--- src/rtl/gpu_fb_arbiter.sv ---
// rtl/gpu_fb_arbiter.sv - framebuffer write-port arbiter between CPU bus writes and a fill engine
module gpu_fb_arbiter #(
  parameter int          FB_WORDS       = 15000,
  parameter int          MAX_CPU_STREAK = 8,
  parameter logic [23:0] REG_BASE       = 24'h50004
) (
  input  logic        clk_bus,
  input  logic        rst,
  input  logic [23:0] bus_address,
  input  logic [31:0] bus_data_i,
  input  logic        bus_read,
  input  logic        bus_write,
  output logic [31:0] bus_data_o,
  output logic        bus_stall,
  output logic        mem_wren,
  output logic [13:0] mem_addr,
  output logic [31:0] mem_data,
  output logic        fill_busy,
  output logic        fill_done
);

  localparam int SW = $clog2(MAX_CPU_STREAK + 1);

  typedef enum logic {S_IDLE, S_RUN} state_t;

  state_t        r_state;
  logic [31:0]   r_start;
  logic [31:0]   r_count;
  logic [31:0]   r_data;
  logic [14:0]   r_remaining;
  logic [13:0]   r_cur_addr;
  logic [SW-1:0] r_streak;
  logic          r_done_sticky;

  logic          w_run;
  logic          w_fb_wr;
  logic          w_sel_start;
  logic          w_sel_count;
  logic          w_sel_data;
  logic          w_sel_ctrl;
  logic          w_go;
  logic          w_abort;
  logic          w_stall;
  logic          w_cpu_grant;
  logic          w_fill_grant;
  logic          w_fill_last;
  logic          w_done_evt;
  logic [13:0]   w_start_mod;
  logic [13:0]   w_cur_next;

  assign w_run       = (r_state == S_RUN);
  assign w_fb_wr     = bus_write && (bus_address < 24'h50000);
  assign w_sel_start = (bus_address == REG_BASE);
  assign w_sel_count = (bus_address == REG_BASE + 24'd4);
  assign w_sel_data  = (bus_address == REG_BASE + 24'd8);
  assign w_sel_ctrl  = (bus_address == REG_BASE + 24'd12);
  assign w_go        = bus_write && w_sel_ctrl && bus_data_i[0];
  assign w_abort     = bus_write && w_sel_ctrl && bus_data_i[1];

  // The CPU loses exactly one slot once it has won MAX_CPU_STREAK in a row during a fill.
  assign w_stall      = w_run && w_fb_wr && (r_streak == SW'(MAX_CPU_STREAK));
  assign w_cpu_grant  = w_fb_wr && !w_stall;
  assign w_fill_grant = w_run && !w_cpu_grant;
  assign w_fill_last  = w_fill_grant && (r_remaining == 15'd1);
  assign w_done_evt   = (w_run && (w_fill_last || w_abort)) ||
                        (!w_run && w_go && (r_count[14:0] == 15'd0));

  // START only carries 14 bits, so a single conditional subtract gives the modulo.
  assign w_start_mod = (r_start[13:0] >= 14'(FB_WORDS)) ? r_start[13:0] - 14'(FB_WORDS)
                                                          : r_start[13:0];
  assign w_cur_next  = (r_cur_addr == 14'(FB_WORDS - 1)) ? 14'd0 : r_cur_addr + 14'd1;

  assign bus_stall = w_stall;

  // Register readback mux; unmapped addresses read as zero.
  always_comb begin
    bus_data_o = 32'd0;
    if (w_sel_start)      bus_data_o = r_start;
    else if (w_sel_count) bus_data_o = r_count;
    else if (w_sel_data)  bus_data_o = r_data;
    else if (w_sel_ctrl)  bus_data_o = {30'd0, r_done_sticky, fill_busy};
  end

  // Fill FSM, arbitration, register file and the registered memory write port.
  always_ff @(posedge clk_bus or posedge rst) begin
    if (rst) begin
      r_state       <= S_IDLE;
      r_start       <= 32'd0;
      r_count       <= 32'd0;
      r_data        <= 32'd0;
      r_remaining   <= 15'd0;
      r_cur_addr    <= 14'd0;
      r_streak      <= '0;
      r_done_sticky <= 1'b0;
      mem_wren      <= 1'b0;
      mem_addr      <= 14'd0;
      mem_data      <= 32'd0;
      fill_busy     <= 1'b0;
      fill_done     <= 1'b0;
    end else begin
      fill_done <= w_done_evt;
      mem_wren  <= 1'b0;

      if (w_cpu_grant) begin
        mem_wren <= 1'b1;
        mem_addr <= bus_address[15:2];
        mem_data <= bus_data_i;
      end else if (w_fill_grant) begin
        mem_wren <= 1'b1;
        mem_addr <= r_cur_addr;
        mem_data <= r_data;
      end

      // Set wins over the read-clear so a completion is never lost.
      if (w_done_evt)
        r_done_sticky <= 1'b1;
      else if (bus_read && w_sel_ctrl)
        r_done_sticky <= 1'b0;

      case (r_state)
        S_IDLE: begin
          r_streak <= '0;
          if (bus_write && w_sel_start) r_start <= bus_data_i;
          if (bus_write && w_sel_count) r_count <= bus_data_i;
          if (bus_write && w_sel_data)  r_data  <= bus_data_i;
          if (w_go && (r_count[14:0] != 15'd0)) begin
            r_state     <= S_RUN;
            fill_busy   <= 1'b1;
            r_cur_addr  <= w_start_mod;
            r_remaining <= r_count[14:0];
          end
        end
        S_RUN: begin
          if (w_cpu_grant)
            r_streak <= r_streak + SW'(1);
          else
            r_streak <= '0;
          if (w_fill_grant) begin
            r_cur_addr  <= w_cur_next;
            r_remaining <= r_remaining - 15'd1;
          end
          if (w_fill_last || w_abort) begin
            r_state   <= S_IDLE;
            fill_busy <= 1'b0;
          end
        end
        default: r_state <= S_IDLE;
      endcase
    end
  end

endmodule

--- config.mk ---
export PLATFORM = sky130hd
export DESIGN_NAME = gpu_fb_arbiter
export DESIGN_NICKNAME = d
export VERILOG_FILES = /design/src/rtl/gpu_fb_arbiter.sv
export SDC_FILE = /design/constraint.sdc
export NUM_CORES = 1
export LEC_CHECK = 0
export BUFFER_PORTS_ARGS = -buffer_cell sky130_fd_sc_hd__buf_2
export CORE_MARGIN = 3
export CORE_UTILIZATION = 59
export CTS_BUF_LIST = sky130_fd_sc_hd__clkbuf_4
export DETAILED_ROUTE_END_ITERATION = 10
export PLACE_DENSITY = 0.87
export SLEW_MARGIN = 20
export SYNTH_ARGS = -nofsm -noshare
export SYNTH_HDL_FRONTEND = slang
export SYNTH_SLANG_ARGS = --single-unit
--- constraint.sdc ---
create_clock -name clk_bus -period 7.4 [get_ports clk_bus]
set_input_delay 0.37 -clock clk_bus [delete_from_list [all_inputs] [get_ports clk_bus]]
set_output_delay 0.37 -clock clk_bus [all_outputs]
set_load 0.01 [all_outputs]
== After elaboration in Yosys (flattened, before gate mapping) ==
Cells that the tools add are included.

* Register bits: 180
* Input bits: 60
* Output and inout bits: 82
* Word-level logic and storage cells: 89

* Add/sub/neg operators: 4
* Magnitude comparators: 2
* Equal/unequal tests: 10
* Mux-type cells: 28
* Bitwise gates (word level): 1
* Reduce and logical (&&, ||, !) cells: 31

{| class="wikitable"
|+ Operator list
! kind !! count
|-
| $mux 32 || 5
|-
| $eq 24x19->1 const B || 4
|-
| $mux 14 || 6
|-
| $mux 15 || 2
|-
| $pmux 15 s2 || 1
|-
| $pmux 14 s2 || 1
|-
| $lt 24x19->1 const B || 1
|-
| $logic_and 1x1->1 || 17
|-
| $eq 15x1->1 const B || 1
|-
| $logic_not 15->1 || 1
|-
| $reduce_bool 15->1 || 1
|-
| $sub 15x1->15 const B || 1
|-
| $add 14x1->14 const B || 1
|-
| $eq 14x14->1 const B || 1
|-
| $ge 14x14->1 const B || 1
|-
| $sub 14x14->14 const B || 1
|-
| $reduce_and 2->1 || 5
|-
| $mux 1 || 8
|-
| $pmux 4 s2 || 1
|-
| $add 4x1->4 const B || 1
|-
| $eq 4x4->1 const B || 1
|-
| $mux 4 || 1
|-
| $ne 2x1->1 const B || 2
|-
| $pmux 1 s2 || 2
|-
| 6 further kinds || 10
|}

== Longest topological paths before layout ==
* Word-level depth: 13
* Mapped depth: 8

== Worst setup path before layout ==
OpenSTA, ideal clock, no wires.

* Path type: input to output
* From: in bus_address[23]
* To: out bus_data_o[0]
* Data arrival time: 2.049 ns
* Data required time: 7.030 ns
* Setup slack: 4.981 ns
* Cell stages on the path: 6
* Buffers on the path: 1
* Cells stage by stage: nor4_2 -> nand4b_1 -> or4_1 -> clkbuf_1 -> nor3b_1 -> a221o_1

* Word-level cells in the longest chain between the ends: 5

{| class="wikitable"
|+ Ends and longest elaborated chain
! item !! RTL line !! text
|-
| from (decl) || 9 || <nowiki>input logic [23:0] bus_address,</nowiki>
|-
| $eq 24x19->1 || 56 || <nowiki>assign w_sel_ctrl = (bus_address == REG_BASE + 24'd12);</nowiki>
|-
| $mux 2 || 81 || <nowiki>else if (w_sel_ctrl) bus_data_o = {30'd0, r_done_sticky, fill_busy};</nowiki>
|-
| $mux 32 || 80 || <nowiki>else if (w_sel_data) bus_data_o = r_data;</nowiki>
|-
| $mux 32 || 79 || <nowiki>else if (w_sel_count) bus_data_o = r_count;</nowiki>
|-
| $mux 32 * || 78 || <nowiki>if (w_sel_start) bus_data_o = r_start;</nowiki>
|-
| to (decl) || 13 || <nowiki>output logic [31:0] bus_data_o,</nowiki>
|}

Mark *: on every way between the ends. The rest lies on a longest branch, timed or not.

== Worst setup path in the final report ==
* From: in bus_address[13]
* To: out bus_data_o[0]

The elaborated chain is that of the path after synthesis.

==> metrics <==
most frequent cell after synthesis=dfrtp_1; number of enable flip-flop cells after synthesis=0; largest cells by area after synthesis=dfrtp_1 50%, mux2_2 15%, mux2i_1 5.4%; setup repair after global routing missed its margin=false; area occupied by registers=4510 um^2; remaining number of nets flagged by the antenna check after routing=0; run status=complete, but fails checks; Root Buffer=clkbuf_4; clock latency reported for the late side of the worst-skew pair=roughly 570 ps; DR DRC count=0; flops & latches, synth=180; worst endpoint data arrival time=3230 ps; pin count of the biggest net entering global routing=107; main combinational cell family by area after synthesis=multiplexers; post-CTS clock slew at the launch and capture registers of the worst setup and hold paths=140 ps; crit path launch=bus_address[13]; count of buffers added by post-CTS timing repair for setup=0; critical path launch point type=input port; Overall Power=1960 uW; Critical R2R Launch=r_state$_DFF_PP0_; async set-reset flop share out of synthesis=100%; delay of the slowest critical-path stage=580 ps; crit path cell chain=dlygate4sd3_1, buf_2, nor4_1, nand4b_1, or4_1, buf_4, nor3b_1, a221o_1, buf_2; Pwr Density=193 nW/um^2; Mapped Nets=902; Worst IR Drop VDD=152 uV; crit-path leading delay family=simple AND/OR/NAND/NOR gates; Floorplan Core Area=14,800 um^2; number of I/O port buffers=141; sum of buffers and inverters on the critical path=4; detail-routed via count per cell=6.29; worst-case hold slack=-17.0 ps; routability cong.=0.896; total number of clock tree sinks=180; Die X-Extent=approximately 130 um; total standard cell area after synthesis=between 9000 and 10,000 um^2; wire length per cell=19.6 um; xor and xnor fraction of the mapped netlist area=less than 1%; crit-path most repeated cell=buf_2; CP Class=in2out; fraction of synthesized cell area taken by the top area cell type=49.8%; area post-placement=approximately 9800 um^2; Peak Freq=0.278 GHz; Slew Limit Headroom=27.0%; reported max-cap violation count=0; Initial Utilization=roughly 61%; cell area after layout=10,200 um^2; slew of the pin with the lowest slew margin=between 1000 and 1500 ps; fraction of final layout cells with drive strength greater than 1=between 30 and 40%; number of rows created at floorplan=44; global-route wire length before repair=~37,000 um; final critical-path required period=3600 ps; number of global-route vias before repair=7,318; cell type with the largest total area after synthesis=dfrtp_1; 1st-iter DRT viols=626; CTS H-Tree Depth=4; Final Max Tran Viols=0; num ports=about 140; type of element capturing the critical path=output port; Die Height=130 um; post-synthesis instance total=836; final HPWL from detailed placement=about 15,000 um; share of the synthesized area in compound gates (AO/OA/AOI/OAI)=12.8%; overall via count from detail_route=7,240; TritonCTS clock tree=done; filler instances=1,070; number of antenna violations at the first check in global routing=0; area of the multi-input gates=about 4300 um^2; sequential fraction of the synthesis area=49.8%; total congestion overflow after global routing=0; Overall Global Routing Usage=27.7%; crit share post-route=48.6%; largest clock skew in the final design=27.7 ps; predominant post-synthesis flop cell=dfrtp_1; top cells by count, synth=180 x dfrtp_1, 123 x mux2_2, 79 x o21ai_0; data required time of the critical path=7030 ps; crit-path max FO=33; Final Hold Fails=9; floorplan die area=16,800 um^2; number of buffers added by the clock tree synthesis step=17; crit path max-delay cell type=or4_1; path category of the worst min-delay check=in2async; simple-gate area share of the yosys netlist=11.7%; number of antenna diodes=0; total negative slack for setup checks=0 ps; Lkg Pwr=0.00520 uW; adder and majority cell fraction of the synthesized area=0.831%; violations in the final reports=hold timing; FF-to-FF setup slack=4140 ps; post-synthesis cell type count=57; nets@finish=1,020; setup violation total in the final timing report=0; Clock Tree Buf Depth=2; length of the first detailed-routing pass in iterations=6; average cell area after synthesis=10.8 um^2; aggregate routed wire length=22,600 um; number of synthesis warnings=0; relative area change from synthesis to final layout=12.5%; multiplexer share of the synthesized area=between 20% and 30%
-- worst reg2reg max path: cells and delay by family, from the launching register on --
family / cells / cell delay (ps)
AOI/OAI and AO/OA: 1 / 110
buffers and inverters: 2 / 1690
DFF: 1 / 760
and+or+nand+nor: 2 / 630
-- cells by family after synthesis --
kind of cell | count (synthesis)
multiplexers | 175
AO/OA/AOI/OAI | 183
flip-flops | 180
adder cells (fa/ha/maj) | 6
XOR/XNOR | 6
buffers and inverters | 68
AND/OR/NAND/NOR | 218
-- report_power, final --
group | internal [uW] | switching [uW]
clock network | 209 | 352
registers | 1050 | 80.7
logic | 111 | 156
-- metrics by stage --
step / utilization [%] / hold WS [ps] / std cells / worst slack (ps)
6_report: 68.9 / -17.0 / 1151 / 3800
4_1_cts: 68.9 / 0.112 / 1151 / 3840
2_1_floorplan: - / 452 / 836 / 2140
3_3_place_gp: 66.6 / 480 / 1114 / 4200
3_5_place_dp: 66.6 / 493 / 1114 / 4160
5_1_grt: 68.9 / 9.66 / 1151 / 3610
-- layout by cell type (no fill, tap or decap), types with 3 or more instances in the layout --
cell type and instances:
a21oi_1 22, ha_1 6, nor2_1 61, dlygate4sd3_1 5
clkinv_1 3, a22oi_1 34, or4_1 3, and2_1 3
nor2b_1 3, nor4_1 8, o211ai_1 4, mux2_2 123
and3_1 4, mux2_1 3, or3_1 3, a221o_1 3
clkbuf_4 18, buf_2 141, inv_6 3, inv_1 12
nand3_1 14, nor3b_1 6, o21ai_0 79, nand2b_1 3
a31oi_1 10, nor3_1 12, nand2_1 69, buf_4 7
a21o_1 5, dfrtp_1 179, mux2i_1 49, o22a_1 6
xnor2_1 3, nand4_1 9, nand4b_1 5, xor2_1 3
or2_2 3
-- metal layers --
layer	share of wire (%)	track usage, %	up-vias
li1	-	-	3277
met1	41	36.1	3581
met2	49	46.1	335
met3	7.2	5.77	47
met4	2.7	10.5	0
met5	0	0	-
-- worst paths after layout --
check	endpoint	depth (start not counted)
max	bus_data_o[0]	9
max reg2reg	r_cur_addr[9]$_DFFE_PP0P_	5
min reg2reg	r_streak[0]$_DFF_PP0_	1
min	mem_addr[6]$_DFFE_PP0P_	2
max in group asynchronous	r_state$_DFF_PP0_	3
min in group clk_bus	mem_addr[6]$_DFFE_PP0P_	3
-- state kept, by name, summed over array words and instances, names as in the netlist --
| signal | flops |
|---|---|
| fill_busy | 1 |
| fill_done | 1 |
| mem_addr | 14 |
| mem_data | 32 |
| mem_wren | 1 |
| r_count | 32 |
| r_cur_addr | 14 |
| r_data | 32 |
| r_done_sticky | 1 |
| r_remaining | 15 |
| r_start | 32 |
| r_state | 1 |
| r_streak | 4 |
-- what timing repair did --
action                    in CTS  in global routing
resized for setup              0                  0
hold endpoints to repair       5                  0
hold buffers                   5                  0
-- area by class of cell --
cell class / count / area share (%)
clock buffers: 18 / 1.33
clock inverters: 14 / 1.53
inverters: 14 / 0.566
multi-input cells: 588 / 42.1
flip-flops and latches: 180 / 44.3
well taps: 184 / 2.26
repair buffers: 153 / 7.95
(Power assumes the default switching activity.)
